**src/rtl/adlc_pkg.sv**
```systemverilog
// Shared definitions for the ADLC loop-select controller: state codes and
// a helper that sizes saturating counters.
package adlc_pkg;

    localparam int ST_W = 2;

    typedef enum logic [ST_W-1:0] {
        IDLE   = 2'd0,
        COARSE = 2'd1,
        MEDIUM = 2'd2,
        FINE   = 2'd3
    } adlc_state_e;

    // Width needed to hold 0..max_val, never less than one bit.
    function automatic int cnt_width(input int max_val);
        return (max_val < 1) ? 1 : $clog2(max_val + 1);
    endfunction

endpackage

```
**src/rtl/adlc_sat_cnt.sv**
```systemverilog
// Saturating up-counter with synchronous clear and count enable; flags when
// it sits at its terminal value.
module adlc_sat_cnt
    import adlc_pkg::*;
#(
    parameter int MAX_VAL = 3
) (
    input  logic clk,
    input  logic rst_n,
    input  logic clr,
    input  logic en,
    output logic at_max
);

    localparam int CW = cnt_width(MAX_VAL);

    logic [CW-1:0] cnt;

    assign at_max = (cnt == CW'(MAX_VAL));

    always_ff @(posedge clk or negedge rst_n) begin
        if (!rst_n) begin
            cnt <= '0;
        end else if (clr) begin
            cnt <= '0;
        end else if (en && !at_max) begin
            cnt <= cnt + CW'(1);
        end
    end

endmodule

```
**src/rtl/adlc_mode_ctrl.sv**
```systemverilog
// Coarse/medium/fine regulation-loop selector for the digital LDO: picks one
// loop from the load-current sample with hysteresis, dwell and acquisition timeout.
module adlc_mode_ctrl
    import adlc_pkg::*;
#(
    parameter int W           = 8,
    parameter int HYST        = 4,
    parameter int DWELL_CYC   = 4,
    parameter int TIMEOUT_CYC = 32
) (
    input  logic            clk,
    input  logic            rst_n,
    input  logic            en,
    input  logic            load_change,
    input  logic [W-1:0]    load_current,
    input  logic [W-1:0]    thr_coarse,
    input  logic [W-1:0]    thr_medium,
    output logic            coarse_loop,
    output logic            medium_loop,
    output logic            fine_loop,
    output logic [ST_W-1:0] state_o,
    output logic            settled,
    output logic            timeout_err
);

    localparam logic [W:0] HYST_EXT = (W + 1)'(HYST);

    adlc_state_e state_q, state_d, step_next;
    logic        acquiring_q, acquiring_d;
    logic        err_q, err_d;
    logic        restart;
    logic        dwell_done, dwell_clr;
    logic        acq_at_max, acq_clr;
    logic        step_pending;

    // Upward thresholds carry an extra bit so a large threshold blocks the step
    // instead of wrapping to a small value.
    logic [W:0] cur_ext, up_coarse, up_medium;
    logic       above_coarse, above_medium, below_coarse, below_medium;

    assign cur_ext      = {1'b0, load_current};
    assign up_coarse    = {1'b0, thr_coarse} + HYST_EXT;
    assign up_medium    = {1'b0, thr_medium} + HYST_EXT;
    assign above_coarse = (cur_ext >= up_coarse);
    assign above_medium = (cur_ext >= up_medium);
    assign below_coarse = (load_current < thr_coarse);
    assign below_medium = (load_current < thr_medium);

    assign restart = en && load_change;

    // Threshold-driven step target, one level at a time; the MEDIUM down-check wins.
    always_comb begin
        step_next = state_q;
        case (state_q)
            IDLE:    step_next = IDLE;
            COARSE:  if (above_coarse) step_next = MEDIUM;
            MEDIUM: begin
                if (below_coarse)      step_next = COARSE;
                else if (above_medium) step_next = FINE;
            end
            FINE:    if (below_medium) step_next = MEDIUM;
            default: step_next = IDLE;
        endcase
    end

    assign step_pending = (step_next != state_q);
    assign settled      = (state_q != IDLE) && dwell_done && !step_pending;

    always_comb begin
        state_d = state_q;
        if (!en) begin
            state_d = IDLE;
        end else if (load_change) begin
            state_d = COARSE;
        end else if (dwell_done || (step_next == IDLE)) begin
            state_d = step_next;
        end
    end

    always_comb begin
        acquiring_d = acquiring_q;
        err_d       = err_q;
        if (!en) begin
            acquiring_d = 1'b0;
            err_d       = 1'b0;
        end else if (load_change) begin
            acquiring_d = 1'b1;
            err_d       = 1'b0;
        end else if (acquiring_q) begin
            if (settled) begin
                acquiring_d = 1'b0;
            end else if (acq_at_max) begin
                acquiring_d = 1'b0;
                err_d       = 1'b1;
            end
        end
    end

    always_ff @(posedge clk or negedge rst_n) begin
        if (!rst_n) begin
            state_q     <= IDLE;
            acquiring_q <= 1'b0;
            err_q       <= 1'b0;
        end else begin
            state_q     <= state_d;
            acquiring_q <= acquiring_d;
            err_q       <= err_d;
        end
    end

    // A restart into COARSE from COARSE is not a state change but still restarts the dwell.
    assign dwell_clr = (state_d != state_q) || restart || !en;
    assign acq_clr   = restart || !en;

    adlc_sat_cnt #(.MAX_VAL(DWELL_CYC - 1)) u_dwell_cnt (
        .clk    (clk),
        .rst_n  (rst_n),
        .clr    (dwell_clr),
        .en     (1'b1),
        .at_max (dwell_done)
    );

    adlc_sat_cnt #(.MAX_VAL(TIMEOUT_CYC - 1)) u_acq_cnt (
        .clk    (clk),
        .rst_n  (rst_n),
        .clr    (acq_clr),
        .en     (acquiring_q),
        .at_max (acq_at_max)
    );

    assign state_o     = state_q;
    assign coarse_loop = (state_q == COARSE);
    assign medium_loop = (state_q == MEDIUM);
    assign fine_loop   = (state_q == FINE);
    assign timeout_err = err_q;

endmodule

```
**config.mk**
```make
export PLATFORM = sky130hd
export DESIGN_NAME = adlc_mode_ctrl
export DESIGN_NICKNAME = d
export VERILOG_FILES = /design/src/rtl/adlc_pkg.sv /design/src/rtl/adlc_sat_cnt.sv /design/src/rtl/adlc_mode_ctrl.sv
export SDC_FILE = /design/constraint.sdc
export NUM_CORES = 1
export LEC_CHECK = 0
export ABC_AREA = 1
export CORE_MARGIN = 2
export CORE_UTILIZATION = 40
export DETAILED_ROUTE_END_ITERATION = 8
export GPL_ROUTABILITY_DRIVEN = 0
export GPL_TIMING_DRIVEN = 0
export PLACE_DENSITY = 0.66
export RECOVER_POWER = 100
export SETUP_SLACK_MARGIN = 0.1
export SYNTH_ARGS = -nofsm -noshare
export SYNTH_HDL_FRONTEND = slang
export SYNTH_SLANG_ARGS = --single-unit
```
**constraint.sdc**
```tcl
create_clock -name clk -period 2.5 [get_ports clk]
set_input_delay 0.25 -clock clk [delete_from_list [all_inputs] [get_ports clk]]
set_output_delay 0.25 -clock clk [all_outputs]
set_load 0.005 [all_outputs]
```
After elaboration in Yosys (flattened, before gate mapping)
Cells that the tools add are included.
{"block": "totals", "regBits": 11, "input_bits": 28}
{"block": "classes", "addsub": 4, "order_cmp": 4, "n_eq_ne": 11, "mux": 22, "reduce_logical": 16}
{"op": "8-bit by 3-bit adder with 9-bit output (second input constant)", "count": 2}
{"op": "8-bit by 9-bit >= comparator with 1-bit output", "count": 2}
{"op": "2-bit 2-to-1 mux", "count": 9}
{"op": "8-bit less-than comparator", "count": 2}
{"op": "1-bit 2-to-1 mux", "count": 10}
{"op": "5-bit 2-to-1 mux", "count": 2}
{"op": "2-bit case mux with 4 select lines", "count": 1}
{"op": "2-bit equality test (second input constant)", "count": 3}
{"op": "3-bit by 1-bit != test with 1-bit output (second input constant)", "count": 2}
{"op": "5-bit by 1-bit adder with 5-bit output (second input constant)", "count": 1}
{"op": "5-bit equality test (second input constant)", "count": 1}
{"op": "1-bit logical AND", "count": 4}
{"op": "2-bit logical NOT", "count": 2}
{"op": "1-bit logical OR", "count": 4}
{"op": "2-bit != test", "count": 2}
{"op": "2-bit nonzero test", "count": 2}
{"op": "1-bit logical NOT", "count": 3}
{"op": "3-bit != test (second input constant)", "count": 1}
{"op": "3-bit AND reduction", "count": 1}
{"op": "2-bit by 1-bit adder with 2-bit output (second input constant)", "count": 1}
{"op": "2-bit by 1-bit equality test with 1-bit output (second input constant)", "count": 1}
{"op": "2-bit by 1-bit != test with 1-bit output (second input constant)", "count": 1}

Longest topological paths before layout
Gate-level depths: netlist of the first run.
{"block": "depth", "ltp_word": 14, "mapped_depth": 20, "depth_no_buf": 20}

Cells and area by module
Synthesis of the first run repeated with hierarchy kept, for this count alone.
{"block": "hier_totals", "cells_unflattened": 263, "hier_area_um2": 1675.4}
{"mod": "adlc_mode_ctrl", "n_inst": 1, "cells_each": 215, "area_per_inst_um2": 1305.0, "seq_area_each_um2": 100.1}
{"mod": "adlc_sat_cnt (u_acq_cnt)", "n_inst": 1, "cells_each": 35, "area_per_inst_um2": 264.0, "seq_area_each_um2": 125.1}
{"mod": "adlc_sat_cnt (u_dwell_cnt)", "n_inst": 1, "cells_each": 13, "area_per_inst_um2": 106.4, "seq_area_each_um2": 50.0}

Worst setup path after synthesis of the first run
No wires, ideal clock.
{"block": "synth_timing", "path_kind": "input to register", "start": "input thr_coarse[2]", "end": "register u_dwell_cnt.cnt[1]", "setup_ns": 0.120, "t_arrival_ns": 1.853, "t_required_ns": 2.380, "setup_slack_ns": 0.528, "stages": 14, "path_buffers": 0, "path_cell_list": "ha_1 -> nand2_2 -> o21ai_0 -> o21ai_0 -> ha_1 -> nand2_1 -> inv_1 -> nand3_2 -> nand3b_1 -> nand3_2 -> nand3_1 -> o211a_1 -> nand3_2 -> nor2_1"}
{"block": "synth_between", "elab_chain_len": 13, "elab_cells_between_ends": 16, "classes_between": "1 x add/sub; 2 x order compare; 2 x eq/ne; 7 x mux; 4 x reduce/logical"}
{"element": "start, declared", "line": "adlc_mode_ctrl.sv:16", "text": "input logic [W-1:0] thr_coarse,"}
{"element": "8-bit by 3-bit adder with 9-bit output", "line": "adlc_mode_ctrl.sv:42", "text": "assign up_coarse = {1'b0, thr_coarse} + HYST_EXT;"}
{"element": "8-bit by 9-bit >= comparator with 1-bit output", "line": "adlc_mode_ctrl.sv:44", "text": "assign above_coarse = (cur_ext >= up_coarse);"}
{"element": "2-bit 2-to-1 mux", "line": "adlc_mode_ctrl.sv:56", "text": "COARSE: if (above_coarse) step_next = MEDIUM;"}
{"element": "2-bit case mux with 4 select lines *", "line": "adlc_mode_ctrl.sv:54", "text": "case (state_q)"}
{"element": "2-bit logical NOT", "line": "adlc_mode_ctrl.sv:75", "text": "end else if (dwell_done || (step_next == IDLE)) begin"}
{"element": "1-bit logical OR", "line": "adlc_mode_ctrl.sv:75"}
{"element": "2-bit 2-to-1 mux *", "line": "adlc_mode_ctrl.sv:75"}
{"element": "2-bit 2-to-1 mux *", "line": "adlc_mode_ctrl.sv:73", "text": "end else if (load_change) begin"}
{"element": "2-bit 2-to-1 mux *", "line": "adlc_mode_ctrl.sv:71", "text": "if (!en) begin"}
{"element": "2-bit != test *", "line": "adlc_mode_ctrl.sv:112", "text": "assign dwell_clr = (state_d != state_q) || restart || !en;"}
{"element": "1-bit logical OR * (2 in series)", "line": "adlc_mode_ctrl.sv:112"}
{"element": "2-bit by 1-bit != test with 1-bit output (no line) or 2-bit 2-to-1 mux (tied branches)"}
{"element": "end signal, assigned", "line": "adlc_sat_cnt.sv:27", "text": "cnt <= cnt + CW'(1);"}
{"element": "end, declared", "line": "adlc_sat_cnt.sv:17", "text": "logic [CW-1:0] cnt;"}
Mark *: on every way between the ends. The rest lies on a longest branch, timed or not.
A chain may end at the register's enable or synchronous reset.

Final worst setup path of the first run
{"block": "layout_timing", "start": "input thr_medium[2]", "end": "output settled"}
{"block": "layout_between", "elab_chain_len": 8, "elab_cells_between_ends": 10, "classes_between": "1 x add/sub; 2 x order compare; 1 x eq/ne; 4 x mux; 2 x reduce/logical"}
{"element": "start, declared", "line": "adlc_mode_ctrl.sv:17", "text": "input logic [W-1:0] thr_medium,"}
{"element": "8-bit by 3-bit adder with 9-bit output", "line": "adlc_mode_ctrl.sv:43", "text": "assign up_medium = {1'b0, thr_medium} + HYST_EXT;"}
{"element": "8-bit by 9-bit >= comparator with 1-bit output", "line": "adlc_mode_ctrl.sv:45", "text": "assign above_medium = (cur_ext >= up_medium);"}
{"element": "2-bit 2-to-1 mux", "line": "adlc_mode_ctrl.sv:59", "text": "else if (above_medium) step_next = FINE;"}
{"element": "2-bit 2-to-1 mux", "line": "adlc_mode_ctrl.sv:58", "text": "if (below_coarse) step_next = COARSE;"}
{"element": "2-bit case mux with 4 select lines *", "line": "adlc_mode_ctrl.sv:54"}
{"element": "2-bit != test *", "line": "adlc_mode_ctrl.sv:66", "text": "assign step_pending = (step_next != state_q);"}
{"element": "1-bit logical NOT *", "line": "adlc_mode_ctrl.sv:67", "text": "assign settled = (state_q != IDLE) && dwell_done && !step_pending;"}
{"element": "1-bit logical AND *", "line": "adlc_mode_ctrl.sv:67"}
{"element": "end, declared", "line": "adlc_mode_ctrl.sv:22", "text": "output logic settled,"}
Marks and branches as above.

==> out/results.tsv, run 1 <==
stage	metric	value	unit
run_status	status	finished, final reports clean	
floorplanning	std_cell_rows	22	
placed_design	detailedPlace.worstSlack	-0.732	ns
synthesis	synth-seq-cells	11	
timing	fin_hold_ws	0.426	ns
layout	antenna-diode-count	0	
layout	final_cell_mix	sky130_fd_sc_hd__nand2_1, sky130_fd_sc_hd__inv_1, sky130_fd_sc_hd__ha_1	
timing	grt_setup_unrepaired	true	
cts	clkLatencyLatePin	0.24	ns
route	postRouteAntennaNets	0	
global_routing	grt_remaining_overflow	0	
synthesis	netlist_instances	234	
cts	clock_sink_count	11	
global_routing	grt_first_pass_wirelength	5780	um
layout	layout_commonest_cell	sky130_fd_sc_hd__nand2_1	
synthesis	ys_types	29	
cts	ctsLongestPathBuffers	2	
global_routing	antenna_found_initial	0	
route	dr_total_vias	1523	
synthesis	syn-cell-area	1590	sq um
route	drt-wirelength-per-cell	10.4	um
route	route.detailed.vias_per_inst	4.63	
placed_design	post-dp-hpwl	2770	um
timing	hold_viol	0	
setup_path	cp_data_arrival_time	2.04	ns
synthesis	ys.warnings.count	0	
setup_path	r2r-start	u_acq_cnt.cnt[0]$_DFFE_PN0P_	
floorplanning	design.die.area	4490	sq um
synthesis	synth.net_count	295	
timing	period_minus_slack	2.29	ns
layout	layout.nets	343	
placed_design	buffer_ports.inserted	34	
cts	cts-buffers-inserted	3	
pwr	power_leakage	1.22	nW
min_path	hold_class	in -> async	
pwr	worst_ir_drop_vdd	0.000209	V
setup_path	critical_path_class	in -> out	
setup_path	critPathMaxFanout	4	
floorplanning	core_area	3740	sq um
timing	timing.slew.headroom	65.3	%
timing	fmax	0.438	GHz
cts	holdBufCountCts	0	
timing	fin_worst_skew	0.00148	ns
timing	period_share	91.4	%
pwr	power_frac_clock	28.7	%
pwr	total_chip_power	626	uW
setup_path	ff2ff_setup_slack	0.55	ns
route	firstDrtPassIters	4	
global_routing	vias_in_the_first_global_route	1350	
setup_path	setup.worst_path.start_class	input port	
pwr	pwr-share-comb	41.4	%
floorplanning	io_pins	35	
layout	fill_cells	391	
cts	clock_tree.root_cell	sky130_fd_sc_hd__clkbuf_8	
synthesis	synth.avg_cell_area	6.79	sq um
pwr	p_switching	208	uW
cts	clk_transition_reported_paths	0.05	ns
run	drv_cap	0	
setup_path	ff2ff_path_depth	9	
global_routing	grt_overall_usage	16.5	%
setup_path	crit_required	2.25	ns
layout	utilization	57.4	%
floorplanning	initial_utilization	42.4	%
floorplanning	dieWidth	67.0	um
synthesis	sequential_element_share_of_the_synthesized_area	17.3	%
setup_path	worstReg2RegEnd	u_acq_cnt.cnt[3]$_DFFE_PN0P_	
pwr	share_of_total_power_consumed_by_net_switching	33.3	%
timing	timing.final.max_slew_violations	0	
placed_design	postPlaceCellArea	1990	sq um
floorplanning	overall_die_height	67.0	um
layout	fraction_of_final_layout_cells_with_drive_strength_greater_than_1	17.1	%
timing	setup_viol_count_final	0	
timing	fin_ws	0.215	ns
pwr	cellInternalPower	417	uW
layout	final_design_area_no_fill	2150	sq um
route	dr.first_iter.drc_count	61	
timing	worst_pin_slew	0.519	ns
route	route.detailed.drc	0	
cts	clock_tree_from_tritoncts	built	
global_routing	grt_max_degree	12	
cts	htreeDepth	1	
pwr	share_seq_of_total_power	29.9	%
route	total_routed_wirelength	3430	um
layout	area_growth_syn_to_layout	35.3	%
setup_path	critPathCaptureType	primary output	
pwr	power_density_over_the_cells	291	nW/um^2
==> worst max path at each step <==
| stage | startpoint | end | slack [ns] | cells after the start |
|---|---|---|---|---|
| after CTS | load_current[6] | settled | 0.10 | 15 |
| after floorplan | thr_coarse[2] | u_dwell_cnt.cnt[1]$_DFFE_PN0P_ | 0.53 | 14 |
| after global routing | thr_medium[2] | settled | 0.03 | 18 |
| after global placement | thr_medium[2] | settled | -0.70 | 18 |
| final | thr_medium[2] | settled | 0.21 | 18 |
| after detailed placement | thr_medium[2] | settled | -0.73 | 18 |
==> power by group through the flow <==
stage	clock network (mW)	registers, mW	logic [mW]
3_5_place_dp	0	0.190	0.247
4_1_cts	0.180	0.187	0.256
5_1_grt	0.193	0.188	0.298
2_1_floorplan	0	0.189	0.153
6_report	0.180	0.187	0.259
3_3_place_gp	0	0.190	0.243
==> cells in the mapped netlist <==
cell	count	area share, %
sky130_fd_sc_hd__nor2_1	26	6.1
sky130_fd_sc_hd__ha_1	33	26
sky130_fd_sc_hd__and2_1	1	0.39
sky130_fd_sc_hd__o211ai_1	1	0.47
sky130_fd_sc_hd__o21ai_0	4	1.3
sky130_fd_sc_hd__inv_1	44	10
sky130_fd_sc_hd__a31oi_1	1	0.39
sky130_fd_sc_hd__clkinv_1	2	0.47
sky130_fd_sc_hd__o31ai_1	1	0.47
sky130_fd_sc_hd__mux2i_1	1	0.63
sky130_fd_sc_hd__o211a_1	1	0.63
sky130_fd_sc_hd__nand2_1	47	11
sky130_fd_sc_hd__buf_2	2	0.63
sky130_fd_sc_hd__nand2_2	5	2.0
sky130_fd_sc_hd__nor2_2	2	0.79
sky130_fd_sc_hd__dfrtp_1	11	17
sky130_fd_sc_hd__o21ai_1	2	0.63
sky130_fd_sc_hd__a21o_1	1	0.47
sky130_fd_sc_hd__a21boi_1	1	0.47
sky130_fd_sc_hd__inv_2	2	0.47
sky130_fd_sc_hd__xnor2_1	2	1.1
sky130_fd_sc_hd__a21oi_1	13	4.1
sky130_fd_sc_hd__nand3_2	6	3.8
sky130_fd_sc_hd__nand3b_1	2	0.94
sky130_fd_sc_hd__o21bai_1	1	0.47
sky130_fd_sc_hd__nand4_1	2	0.79
sky130_fd_sc_hd__nor3_1	1	0.31
sky130_fd_sc_hd__nand3_1	13	4.1
sky130_fd_sc_hd__xor2_1	6	3.3
==> timing repair <==
item / CTS / global route
setup buffers: 7 / 3
pin swaps: 14 / 11
endpoints found under the setup margin: 5 / 3
resized for setup: 45 / 21
==> cell type report <==
class	count	area (sq um)	area share (%)
buffer	2	10.0	0.466
clock buffer	4	45.0	2.10
inverter	48	180	8.38
multi-input combinational	173	1180	54.8
sequential	11	275	12.8
tap	48	60.1	2.79
timing repair buffer	43	400	18.6
==> logic make-up (layout without fill, tap and decap cells) <==
| kind of cell | after synthesis | in the layout | share of synthesized area, % |
|---|---|---|---|
| xor gates and xnor gates | 8 | 8 | 4.41 |
| DFF | 11 | 11 | 17.3 |
| muxes | 1 | 1 | 0.630 |
| AOI/OAI and AO/OA | 26 | 26 | 9.37 |
| adders and majority gates | 33 | 33 | 26.0 |
| and+or+nand+nor | 105 | 105 | 30.3 |
| buffers and inverters | 50 | 97 | 12.0 |
==> flip-flops by register name, summed over array words and instances, names as in the netlist <==
register         cells
u_dwell_cnt.cnt      2
state_o              2
acquiring_q          1
u_acq_cnt.cnt        5
timeout_err          1
==> critical path: stages <==
cell and delay [ns]:
sky130_fd_sc_hd__buf_8 0.11, sky130_fd_sc_hd__ha_4 0.15, sky130_fd_sc_hd__buf_6 0.11, sky130_fd_sc_hd__xnor2_2 0.12, sky130_fd_sc_hd__ha_1 0.30, sky130_fd_sc_hd__nand2_1 0.08, sky130_fd_sc_hd__inv_2 0.04, sky130_fd_sc_hd__nand3b_1 0.07
sky130_fd_sc_hd__nand3_1 0.07, sky130_fd_sc_hd__nand2_1 0.07, sky130_fd_sc_hd__nand2_1 0.05, sky130_fd_sc_hd__nand2_1 0.06, sky130_fd_sc_hd__nand2_1 0.05, sky130_fd_sc_hd__nand2_1 0.10, sky130_fd_sc_hd__buf_4 0.12, sky130_fd_sc_hd__nand3_2 0.09
sky130_fd_sc_hd__inv_2 0.06, sky130_fd_sc_hd__buf_2 0.10
==> layer usage <==
layer  global-route usage [%]  vias to the layer above  share of wire, %
met3                     3.21                        0               4.3
met5                        0                        -                 0
met1                     25.0                      650                54
met4                     1.53                        0                 0
met2                     24.8                       34                42
li1                         -                      839                 -
==> stage by stage <==
stage	TNS (ns)	std cells
finish	0	329
global route	0	329
CTS	0	327
detailed placement	-1.81	316
global placement	-1.56	316
floorplan	0	234
Power figures use the tool's default switching activity.
==> run 2, diff against run 1 <==
--- a/config.mk
+++ b/config.mk
@@ -7,11 +7,11 @@
 export LEC_CHECK = 0
 export ABC_AREA = 1
 export CORE_MARGIN = 2
-export CORE_UTILIZATION = 40
+export CORE_UTILIZATION = 51
 export DETAILED_ROUTE_END_ITERATION = 8
 export GPL_ROUTABILITY_DRIVEN = 0
 export GPL_TIMING_DRIVEN = 0
-export PLACE_DENSITY = 0.66
+export PLACE_DENSITY = 0.8
 export RECOVER_POWER = 100
 export SETUP_SLACK_MARGIN = 0.1
 export SYNTH_ARGS = -nofsm -noshare
==> run 2 against run 1 <==
Total power down 8.1%. Cell count down 5.8%. Design area down 3.0%. Clock skew up 0.0033 ns. Critical endpoint unchanged. Largest cell class unchanged.
==> out/results.tsv, run 2 (synthesis gave the netlist of run 1 again) <==
stage	metric	value	unit	change
cts	clk_transition_reported_paths	0.07	ns	+0.02 ns
floorplanning	std_cell_rows	20		-9.1%
cts	cts-buffers-inserted	3		unchanged
layout	fraction_of_final_layout_cells_with_drive_strength_greater_than_1	18.1	%	+0.97 points
cts	clock_sink_count	11		unchanged
timing	hold_viol	0		unchanged
timing	timing.slew.headroom	66.8	%	+1.5 points
global_routing	antenna_found_initial	0		unchanged
min_path	hold_class	in -> async		
route	drt-wirelength-per-cell	11.1	um	+6.2%
run_status	status	finished, final reports clean		
cts	clock_tree.root_cell	sky130_fd_sc_hd__clkbuf_4		
floorplanning	design.die.area	3580	sq um	-20%
route	dr.first_iter.drc_count	48		-21%
setup_path	critical_path_class	in -> out		
cts	clkLatencyLatePin	0.27	ns	+0.03 ns
global_routing	grt_max_degree	12		unchanged
setup_path	cp_data_arrival_time	2.07	ns	+0.03 ns
cts	clock_tree_from_tritoncts	built		
placed_design	buffer_ports.inserted	34		unchanged
cts	htreeDepth	1		unchanged
layout	final_cell_mix	sky130_fd_sc_hd__nand2_1, sky130_fd_sc_hd__inv_1, sky130_fd_sc_hd__ha_1		
timing	setup_viol_count_final	0		unchanged
route	firstDrtPassIters	4		unchanged
pwr	total_chip_power	575	uW	-8.1%
pwr	power_density_over_the_cells	276	nW/um^2	-5.3%
pwr	worst_ir_drop_vdd	0.000169	V	-19%
cts	ctsLongestPathBuffers	2		unchanged
cts	holdBufCountCts	0		unchanged
route	route.detailed.drc	0		unchanged
timing	grt_setup_unrepaired	false		
placed_design	detailedPlace.worstSlack	-0.710	ns	+0.0225 ns
layout	antenna-diode-count	0		unchanged
timing	fin_ws	0.176	ns	-0.0385 ns
route	postRouteAntennaNets	0		unchanged
layout	layout_commonest_cell	sky130_fd_sc_hd__nand2_1		
setup_path	crit_required	2.25	ns	about the same
setup_path	critPathMaxFanout	3		-1
placed_design	post-dp-hpwl	2720	um	-2.0%
layout	fill_cells	266		-32%
route	total_routed_wirelength	3430	um	about the same
run	drv_cap	0		unchanged
global_routing	grt_first_pass_wirelength	5720	um	-1.1%
global_routing	grt_remaining_overflow	0		unchanged
global_routing	grt_overall_usage	20.6	%	+4.1 points
setup_path	critPathCaptureType	primary output		
pwr	power_leakage	1.20	nW	-2.2%
timing	fmax	0.430	GHz	-1.7%
timing	period_share	92.9	%	+1.5 points
layout	largest_register_ff_count	5		unchanged
floorplanning	dieWidth	59.8	um	-11%
route	dr_total_vias	1542		+1.2%
route	route.detailed.vias_per_inst	4.97		+7.5%
floorplanning	initial_utilization	52.9	%	+10 points
layout	register_ranked_first_by_flip_flop_count	u_acq_cnt.cnt		
timing	worst_pin_slew	0.496	ns	-0.0233 ns
timing	fin_worst_skew	0.00482	ns	+0.00334 ns
setup_path	setup.worst_path.start_class	input port		
layout	layout.nets	339		-1.2%
timing	period_minus_slack	2.32	ns	+0.0385 ns
floorplanning	io_pins	35		unchanged
layout	area_growth_syn_to_layout	31.3	%	
floorplanning	core_area	3000	sq um	-20%
timing	timing.final.max_slew_violations	0		unchanged
global_routing	vias_in_the_first_global_route	1381		+2.3%
floorplanning	overall_die_height	59.8	um	-11%
[run 2: cell types whose count changed in the layout (fill, tap and decap cells not counted), sizes merged]
cell | previous run | this run
buf | 15 | 12
dlygate4sd2 | 9 | 7
clkdlybuf4s50 | 7 | 6
clkbuf | 6 | 9
clkdlybuf4s15 | 2 | 0
dlymetal6s2s | 3 | 4
[run 2: metrics by stage]
| step | hold WS [ns] | std cells | utilization [%] | setup TNS [ns] | instance area (sq um) |
|---|---|---|---|---|---|
| 2_1_floorplan | -0.0456 | 234 | - | 0 | 1590 |
| 3_3_place_gp | 0.452 | 301 | 65.6 | -1.43 | 1970 |
| 3_5_place_dp | 0.453 | 301 | 65.6 | -1.70 | 1970 |
| 4_1_cts | 0.319 | 308 | 67.9 | 0 | 2040 |
| 5_1_grt | 0.405 | 310 | 69.5 | 0 | 2090 |
| 6_report | 0.371 | 310 | 69.5 | 0 | 2090 |
[run 2: area by class of cell]
| type | instances | area, sq um | share of cell area (%) |
|---|---|---|---|
| Multi-Input combinational cell | 173 | 1210 | 57.9 |
| Buffer | 2 | 10.0 | 0.480 |
| Timing Repair Buffer | 39 | 345 | 16.6 |
| Tap cell | 33 | 41.3 | 1.98 |
| Inverter | 48 | 180 | 8.64 |
| Clock buffer | 4 | 26.3 | 1.26 |
| Sequential cell | 11 | 275 | 13.2 |
[run 2: power by group]
part | switching (mW) | internal, mW
registers | 0.00436 | 0.182
logic | 0.143 | 0.123
clock network | 0.0612 | 0.0619
total | 0.208 | 0.366
[run 2: what timing repair did]
| action | CTS | global route |
|---|---|---|
| endpoints found under the setup margin | 4 | 1 |
| resized for setup | 43 | 38 |
| pin swaps | 11 | 19 |
| setup buffers | 3 | 2 |
[run 2: per-layer routing]
| layer | up-vias | wire (um) | track usage, % |
|---|---|---|---|
| li1 | 836 | - | - |
| met1 | 679 | 1690 | 27.7 |
| met2 | 25 | 1620 | 34.8 |
| met3 | 2 | 100 | 3.90 |
| met4 | 0 | 17 | 2.86 |
| met5 | - | 0 | 0 |
[run 2: final timing paths]
path	to	start	cells past startpoint	slack [ns]
worst max-delay path	settled	thr_medium[3]	18	0.18
worst min-delay path	u_acq_cnt.cnt[0]$_DFFE_PN0P_	rst_n	1	0.37
worst max register to register	u_acq_cnt.cnt[3]$_DFFE_PN0P_	u_acq_cnt.cnt[0]$_DFFE_PN0P_	9	0.55
worst min register to register	u_acq_cnt.cnt[3]$_DFFE_PN0P_	u_acq_cnt.cnt[3]$_DFFE_PN0P_	1	0.46
max in group asynchronous	u_dwell_cnt.cnt[1]$_DFFE_PN0P_	rst_n	1	1.79
min in group clk	u_acq_cnt.cnt[3]$_DFFE_PN0P_	u_acq_cnt.cnt[3]$_DFFE_PN0P_	1	0.46
[run 2: worst max-delay path: stages]
cell,delay [ns]
sky130_fd_sc_hd__buf_4,0.13
sky130_fd_sc_hd__ha_4,0.16
sky130_fd_sc_hd__buf_6,0.12
sky130_fd_sc_hd__xnor2_2,0.12
sky130_fd_sc_hd__ha_1,0.30
sky130_fd_sc_hd__nand2_1,0.08
sky130_fd_sc_hd__inv_2,0.04
sky130_fd_sc_hd__nand3b_1,0.07
sky130_fd_sc_hd__nand3_1,0.06
sky130_fd_sc_hd__nand2_1,0.07
sky130_fd_sc_hd__nand2_1,0.04
sky130_fd_sc_hd__nand2_1,0.06
sky130_fd_sc_hd__nand2_1,0.05
sky130_fd_sc_hd__nand2_1,0.09
sky130_fd_sc_hd__nand4_1,0.08
sky130_fd_sc_hd__nand3_1,0.16
sky130_fd_sc_hd__inv_1,0.05
sky130_fd_sc_hd__buf_2,0.12
